### config.mk
export PLATFORM = sky130hd
export DESIGN_NAME = vx_vec_lane_sequencer
export DESIGN_NICKNAME = d
export VERILOG_FILES = /design/src/rtl/vx_vec_lane_sequencer.sv
export SDC_FILE = /design/constraint.sdc
export NUM_CORES = 1
export LEC_CHECK = 0
export ABC_AREA = 1
export BUFFER_PORTS_ARGS = -buffer_cell sky130_fd_sc_hd__buf_2
export CORE_ASPECT_RATIO = 1.5
export CORE_MARGIN = 2
export CORE_UTILIZATION = 46
export CTS_CLUSTER_SIZE = 14
export DETAILED_ROUTE_END_ITERATION = 12
export GPL_TIMING_DRIVEN = 0
export HOLD_SLACK_MARGIN = 0.08
export PLACE_DENSITY_LB_ADDON = 0.1
export SLEW_MARGIN = 15
export SYNTH_ARGS = -nofsm -noshare
export SYNTH_HDL_FRONTEND = slang
export SYNTH_SLANG_ARGS = --single-unit
### constraint.sdc
create_clock -name clk -period 1.55 [get_ports clk]
set_input_delay 0.155 -clock clk [delete_from_list [all_inputs] [get_ports clk]]
set_output_delay 0.155 -clock clk [all_outputs]
set_load 0.005 [all_outputs]
### src/rtl/vx_vec_lane_sequencer.sv
// Splits issued instructions into per-lane dispatch packets behind one registered output slot.
// Optional perf counters are built only when VX_VEC_SEQ_PERF_EN is defined; otherwise perf_* read 0.
module vx_vec_lane_sequencer #(
  parameter int NUM_LANES = 4,
  parameter int LANE_W    = $clog2(NUM_LANES),
  parameter int DATA_W    = 64,
  parameter int NR_W      = 6
) (
  input  logic              clk,
  input  logic              reset_n,
  input  logic              in_valid,
  output logic              in_ready,
  input  logic [DATA_W-1:0] in_data,
  input  logic              in_is_vec,
  input  logic [NR_W-1:0]   in_vd,
  input  logic [LANE_W:0]   in_vl,
  output logic              out_valid,
  input  logic              out_ready,
  output logic [DATA_W-1:0] out_data,
  output logic              out_is_vec,
  output logic [NR_W-1:0]   out_vd,
  output logic [LANE_W-1:0] out_vd_lane_id,
  output logic              out_vd_is_last,
  output logic              busy,
  output logic [31:0]       perf_vec_instrs,
  output logic [31:0]       perf_stall_cycles
);

  // Handshake: a transfer happens on a rising edge where valid && ready; a
  // driver raising valid keeps its fields stable until that edge.
  typedef enum logic {S_IDLE = 1'b0, S_SEQ = 1'b1} state_e;

  localparam logic [LANE_W:0] VL_MAX = (LANE_W + 1)'(NUM_LANES);
  localparam logic [LANE_W:0] ONE    = (LANE_W + 1)'(1);

  state_e              state_q;
  logic                out_valid_q;
  logic [DATA_W-1:0]   out_data_q;
  logic                out_is_vec_q;
  logic [NR_W-1:0]     out_vd_q;
  logic [LANE_W-1:0]   out_lane_q;
  logic                out_last_q;
  logic [DATA_W-1:0]   hold_data_q;
  logic [NR_W-1:0]     hold_vd_q;
  logic [LANE_W:0]     hold_vl_q;
  logic [LANE_W:0]     lane_cnt_q;

  logic            slot_free_d;
  logic            accept_d;
  logic [LANE_W:0] vl_d;
  logic            last_lane_d;

  assign slot_free_d = !out_valid_q || out_ready;
  assign in_ready    = reset_n && (state_q == S_IDLE) && slot_free_d;
  assign accept_d    = in_valid && in_ready;
  assign vl_d        = (in_vl > VL_MAX) ? VL_MAX : in_vl;
  assign last_lane_d = (lane_cnt_q == (hold_vl_q - ONE));

  always_ff @(posedge clk or negedge reset_n) begin
    if (!reset_n) begin
      state_q      <= S_IDLE;
      out_valid_q  <= 1'b0;
      out_data_q   <= '0;
      out_is_vec_q <= 1'b0;
      out_vd_q     <= '0;
      out_lane_q   <= '0;
      out_last_q   <= 1'b0;
      hold_data_q  <= '0;
      hold_vd_q    <= '0;
      hold_vl_q    <= '0;
      lane_cnt_q   <= '0;
    end else begin
      // A consumed slot empties unless something reloads it below.
      if (slot_free_d) out_valid_q <= 1'b0;
      case (state_q)
        S_IDLE: begin
          if (accept_d && (!in_is_vec || vl_d != '0)) begin
            out_valid_q  <= 1'b1;
            out_data_q   <= in_data;
            out_is_vec_q <= in_is_vec;
            out_vd_q     <= in_vd;
            out_lane_q   <= '0;
            out_last_q   <= !in_is_vec || (vl_d == ONE);
            if (in_is_vec && vl_d > ONE) begin
              hold_data_q <= in_data;
              hold_vd_q   <= in_vd;
              hold_vl_q   <= vl_d;
              lane_cnt_q  <= ONE;
              state_q     <= S_SEQ;
            end
          end
        end
        S_SEQ: begin
          if (slot_free_d) begin
            out_valid_q  <= 1'b1;
            out_data_q   <= hold_data_q;
            out_is_vec_q <= 1'b1;
            out_vd_q     <= hold_vd_q;
            out_lane_q   <= lane_cnt_q[LANE_W-1:0];
            out_last_q   <= last_lane_d;
            if (last_lane_d) state_q <= S_IDLE;
            else             lane_cnt_q <= lane_cnt_q + ONE;
          end
        end
        default: state_q <= S_IDLE;
      endcase
    end
  end

  assign out_valid      = out_valid_q;
  assign out_data       = out_data_q;
  assign out_is_vec     = out_is_vec_q;
  assign out_vd         = out_vd_q;
  assign out_vd_lane_id = out_lane_q;
  assign out_vd_is_last = out_last_q;
  assign busy           = (state_q == S_SEQ);

`ifdef VX_VEC_SEQ_PERF_EN
  logic [31:0] perf_vec_q;
  logic [31:0] perf_stall_q;

  always_ff @(posedge clk or negedge reset_n) begin
    if (!reset_n) begin
      perf_vec_q   <= '0;
      perf_stall_q <= '0;
    end else begin
      if (accept_d && in_is_vec && vl_d != '0) perf_vec_q <= perf_vec_q + 32'd1;
      if (out_valid_q && !out_ready) perf_stall_q <= perf_stall_q + 32'd1;
    end
  end

  assign perf_vec_instrs   = perf_vec_q;
  assign perf_stall_cycles = perf_stall_q;
`else
  assign perf_vec_instrs   = 32'd0;
  assign perf_stall_cycles = 32'd0;
`endif

endmodule

# After elaboration in Yosys (flattened, before gate mapping)
# Index checks and enable logic that the tools add are counted.
[totals]
register_bits = 152
inputBits = 78
output_inout_bits = 141
elab_cells = 66
[op_classes]
add_sub_neg = 2
order_cmp = 2
n_eq_ne = 6
mux = 30
n_bitwise = 1
n_reduce_logical = 14
[ops]
columns = ["operator", "n"]
rows = [
  ["$mux 64", 2],
  ["$pmux 64 s2", 1],
  ["$mux 3", 5],
  ["$mux 6", 2],
  ["$pmux 6 s2", 1],
  ["$mux 1", 11],
  ["$pmux 1 s2", 4],
  ["$ne 2x1->1 const B", 3],
  ["$pmux 3 s2", 1],
  ["$logic_and 1x1->1", 5],
  ["$mux 2", 2],
  ["$pmux 2 s2", 1],
  ["$reduce_and 4->1", 1],
  ["$add 3x1->3 const B", 1],
  ["$eq 3x1->1 const B", 1],
  ["$eq 3x3->1", 1],
  ["$gt 3x1->1 const B", 1],
  ["$gt 3x3->1 const B", 1],
  ["$logic_or 1x1->1", 3],
  ["$reduce_and 3->1", 1],
  ["$reduce_bool 3->1", 1],
  ["$sub 3x1->3 const B", 1],
  ["$logic_not 1->1", 2],
  ["$ne 2x2->1 const B", 1],
  ["other kinds (2)", 2],
]

# Logic depth before layout (Yosys ltp)
[logic_depth]
word_depth = 7
mapped_depth = 11
ltp_nobuf = 11

# Worst setup path before layout
# Ideal clock, no wire load.
[synth_timing]
path_type = "register -> register"
start = "register state_q (netlist: busy)"
end = "register hold_data_q[10]"
setup_ns = 0.121
arrival_ns = 1.451
slack_ns = -0.022
path_stages_with_launch = 10
path_cell_list = "dfrtp_1 buf_2 clkinv_2 nand2_2 nor2_4 nand3_4 nor2_4 buf_4 buf_4 a21oi_1"
[synth_between]
elab_chain_len = 6
[synth_rtl]
columns = ["item", "line_no", "source"]
rows = [
  ["from (decl)", "36", "state_e state_q;"],
  ["from (signal assigned)", "61", "state_q <= S_IDLE;"],
  ["from (signal assigned)", "89", "state_q <= S_SEQ;"],
  ["from (signal assigned)", "101", "if (last_lane_d) state_q <= S_IDLE;"],
  ["$not 1->1 (no source line)", "n/a", ""],
  ["$logic_and 1x1->1 (2 in a row)", "54", "assign in_ready = reset_n && (state_q == S_IDLE) && slot_free_d;"],
  ["via in_ready", "12", "output logic in_ready,"],
  ["$logic_and 1x1->1", "55", "assign accept_d = in_valid && in_ready;"],
  ["$logic_and 1x1->1", "77", "if (accept_d && (!in_is_vec || vl_d != '0)) begin"],
  ["$reduce_and 3->1 (no source line)", "n/a", ""],
  ["to (signal assigned)", "85", "hold_data_q <= in_data;"],
  ["to (decl)", "43", "logic [DATA_W-1:0] hold_data_q;"],
]
# The timed path passes the listed nets, and every way through them passes these cells.
# A chain may end at the register's enable or synchronous reset.

# Worst setup path in the final report
[layout_timing]
start = "register out_valid_q (netlist: out_valid)"
end = "register hold_data_q[35]"
[layout_between]
elab_chain_len = 6
[layout_rtl]
columns = ["item", "line_no", "source"]
rows = [
  ["from (decl)", "37", "logic out_valid_q;"],
  ["from (signal assigned)", "62", "out_valid_q <= 1'b0;"],
  ["from (signal assigned)", "74", "if (slot_free_d) out_valid_q <= 1'b0;"],
  ["from (signal assigned)", "78", "out_valid_q <= 1'b1;"],
  ["$logic_not 1->1", "53", "assign slot_free_d = !out_valid_q || out_ready;"],
  ["$logic_or 1x1->1", "53", ""],
  ["$logic_and 1x1->1", "54", ""],
  ["$logic_and 1x1->1", "55", ""],
  ["$logic_and 1x1->1", "77", ""],
  ["$reduce_and 3->1 (no source line)", "n/a", ""],
]
# Every way passes these cells.

==> flow_metrics.env <==
export IMPL_diodes=0
export IMPL_ys_flop_type="dfrtp_1"
export IMPL_track_usage=0.234
export IMPL_yosysSeqAreaShare=0.543
export IMPL_routed_wl_um=19900
export IMPL_placedCellCount=1244
export IMPL_drt_initial_drc_count=197
export IMPL_place_hpwl_um=12200
export IMPL_die_area_um2=16200
export IMPL_synth_edf_count=0
export IMPL_synth_avg_cell_area_um2=8.47
export IMPL_slew_violations=0
export IMPL_ir_drop_v=0.000789
export IMPL_tritoncts="yes"
export IMPL_required_ns=1.85
export IMPL_postSynthCellCount=827
export IMPL_synth_top_cells_by_count="dfrtp_1 (152), nor2_1 (137), a21oi_1 (128)"
export IMPL_fin_cells=1368
export IMPL_fp_dieH_um=155
export IMPL_synthDistinctLibCells=22
export IMPL_wl_per_cell_um=14.5
export IMPL_cts_buffer_depth=2
export IMPL_ant_nets=0
export IMPL_numPortBuffers=154
export IMPL_grt_busiest_layer="met2"
export IMPL_cts_htree_levels=4
export IMPL_setup_viol=66
export IMPL_critPathMaxFanout=6
export IMPL_critPathCaptureType="register"
export IMPL_yosysMostFrequentCell="dfrtp_1"
export IMPL_synth_warnings=0
export IMPL_critPathKind="register to register"
export IMPL_insertion_delay_ns=0.42
export IMPL_grtUsageMet2=0.414
export IMPL_drive_above_1_share=0.311
export IMPL_cts_sinks=152
export IMPL_drc=0
export IMPL_hold_viol=104
export IMPL_row_count=55
export IMPL_max_cap_violations=0
export IMPL_r2r_start="out_valid"
export IMPL_drtPass1Iterations=5
export IMPL_cts_root_buf="clkbuf_16"
export IMPL_status="finished, violations left"
export IMPL_place_congestion=0.791
export IMPL_rsz0062_at_grt="true"
export IMPL_grt_overflow=0
export IMPL_cp_arrival_ns=1.95
export IMPL_failed_checks="hold timing, setup timing"
export IMPL_r2r_end="hold_data_q[35]"
export IMPL_hp_class="input port to async pin"
export IMPL_min_period_ns=1.65
export IMPL_r2r_setup_slack_ns=-0.1
export IMPL_synth_ff_latch_count=152
export IMPL_antenna_found_initial=0
export IMPL_grt_pass1_wl_um=30100
export IMPL_numCtsBuffers=17
export IMPL_hold_buffers=73
export IMPL_utilization=0.694
export IMPL_io_pins=219
export IMPL_syn2layout_area_growth_pct=48.7
export IMPL_ys_top_cells_by_area="dfrtp_1 (54%), a21oi_1 (9.1%), buf_4 (8.3%)"
export IMPL_whs_ns=-0.403
export IMPL_met3_usage=0.0444
export IMPL_finalCritPeriodShare=1.06
export IMPL_yosysTopAreaCellShare=0.543
export IMPL_fin_worst_skew_ns=0.0111
export IMPL_nFillCells=1242
export IMPL_synth_top_area_cell="dfrtp_1"
export IMPL_grt_max_degree=60
export IMPL_power_leakage_uw=0.00516
export IMPL_grt_pass1_vias=6101
export IMPL_vias_per_cell=4.70
export IMPL_num_nets_final=1237
export IMPL_core_area_um2=15000
export IMPL_finalWorstSetupSlack_ns=-0.0997
export IMPL_max_clock_freq_ghz=0.606
export IMPL_power_density_nw_per_um2=1770
export IMPL_critPathLaunchType="register"
export IMPL_multi_input_area_um2=2550
export IMPL_use_met1=0.286
export IMPL_startpoint="out_valid"
export IMPL_die_x_um=105
export IMPL_vias=6432
export IMPL_async_flop_share=1.00
export IMPL_regArea_um2=3800
export IMPL_netlist_area_um2=7000
export IMPL_start_util=0.467
export IMPL_clk_pin_slew_ns=0.07
export IMPL_ff2ff_path_depth=9
==> final cells by class <==
type	instances	area share
Clock buffer	18	0.0412
Timing Repair Buffer	249	0.185
Clock inverter	13	0.0162
Inverter	84	0.0308
Buffer	110	0.0929
Multi-Input combinational cell	543	0.245
Sequential cell	152	0.365
Tap cell	199	0.0239
==> kinds of logic (layout without fill, tap and decap cells) <==
group,count (synthesis),count (layout),synth area share
buffers and inverters,195,474,0.150
AND/OR/NAND/NOR,259,259,0.146
other,1,64,0.000536
adder cells (fa/ha/maj),2,2,0.00357
XOR/XNOR,1,1,0.00125
AO/OA/AOI/OAI,217,217,0.155
flip-flops,152,152,0.543
==> metrics by stage <==
stage	TNS, ns	instance area, um2	total power, uW	setup slack (ns)	hold WS [ns]
after floorplan	0	7250	10700	0.0166	-0.141
after global placement	-739.05	8270	13100	-2.90	0.373
after detailed placement	-117.94	8300	13200	-0.950	0.110
after CTS	-1.53	9980	18000	-0.0502	-0.392
after global routing	-9.13	10400	19800	-0.139	-0.386
final	-4.02	10400	18400	-0.0997	-0.403
==> layout by cell type (no fill, tap or decap), drive strengths merged <==
| master | Yosys | layout |
|---|---|---|
| nand2 | 108 | 108 |
| ha | 2 | 2 |
| o21ai | 88 | 88 |
| bufbuf | 0 | 1 |
| clkinvlp | 0 | 4 |
| dlygate4sd3 | 0 | 73 |
| conb | 1 | 64 |
| nand4 | 3 | 3 |
| nand3 | 7 | 7 |
| xnor2 | 1 | 1 |
| clkinv | 1 | 3 |
| a21oi | 128 | 128 |
| clkbuf | 11 | 41 |
| nor2 | 139 | 139 |
| o21a | 1 | 1 |
| inv | 83 | 87 |
| bufinv | 0 | 3 |
| buf | 100 | 262 |
| nor3 | 1 | 1 |
| dfrtp | 152 | 152 |
| nor2b | 1 | 1 |
==> what timing repair did <==
action	CTS	global route
pin swaps	3	35
gates cloned	3	9
resized for setup	61	76
hold endpoints to repair	186	104
endpoints found under the setup margin	150	148
setup buffers	9	2
==> worst max path at each step <==
stage	endpoint	slack, ns	cells after the start
3_5_place_dp	hold_vl_q[0]	-0.95	9
3_3_place_gp	hold_vl_q[0]	-2.90	8
6_report	hold_data_q[35]	-0.1	9
2_1_floorplan	hold_data_q[10]	0.02	9
5_1_grt	hold_data_q[15]	-0.14	9
4_1_cts	hold_data_q[36]	-0.05	10
==> registers in the layout, indices dropped and copies added, names as in the netlist <==
register / cells
out_vd_lane_id: 2
hold_vd_q: 6
out_vd: 6
busy: 1
out_data: 64
out_is_vec: 1
hold_vl_q: 3
hold_data_q: 64
out_vd_is_last: 1
out_valid: 1
lane_cnt_q: 3
==> routing by layer <==
metal	share of wire	vias to the layer above
met5	0	-
met4	0.019	0
met3	0.053	28
met2	0.53	219
met1	0.40	3021
li1	-	3164
==> critical path: stages (launching register included) <==
cell,delay [ns]
dfrtp_1,0.39
inv_2,0.07
nor2_4,0.05
nor2_4,0.16
nand3_4,0.12
nor2_4,0.21
buf_12,0.17
buf_16,0.15
clkbuf_16,0.16
a21oi_2,0.05
==> report_power, final <==
part / leakage, uW / switching [uW] / internal [uW]
logic: 0.00318 / 4040 / 3230
registers: 0.00171 / 998 / 5920
clock network: 0.000280 / 1690 / 2540
Power figures use the tool's default switching activity.
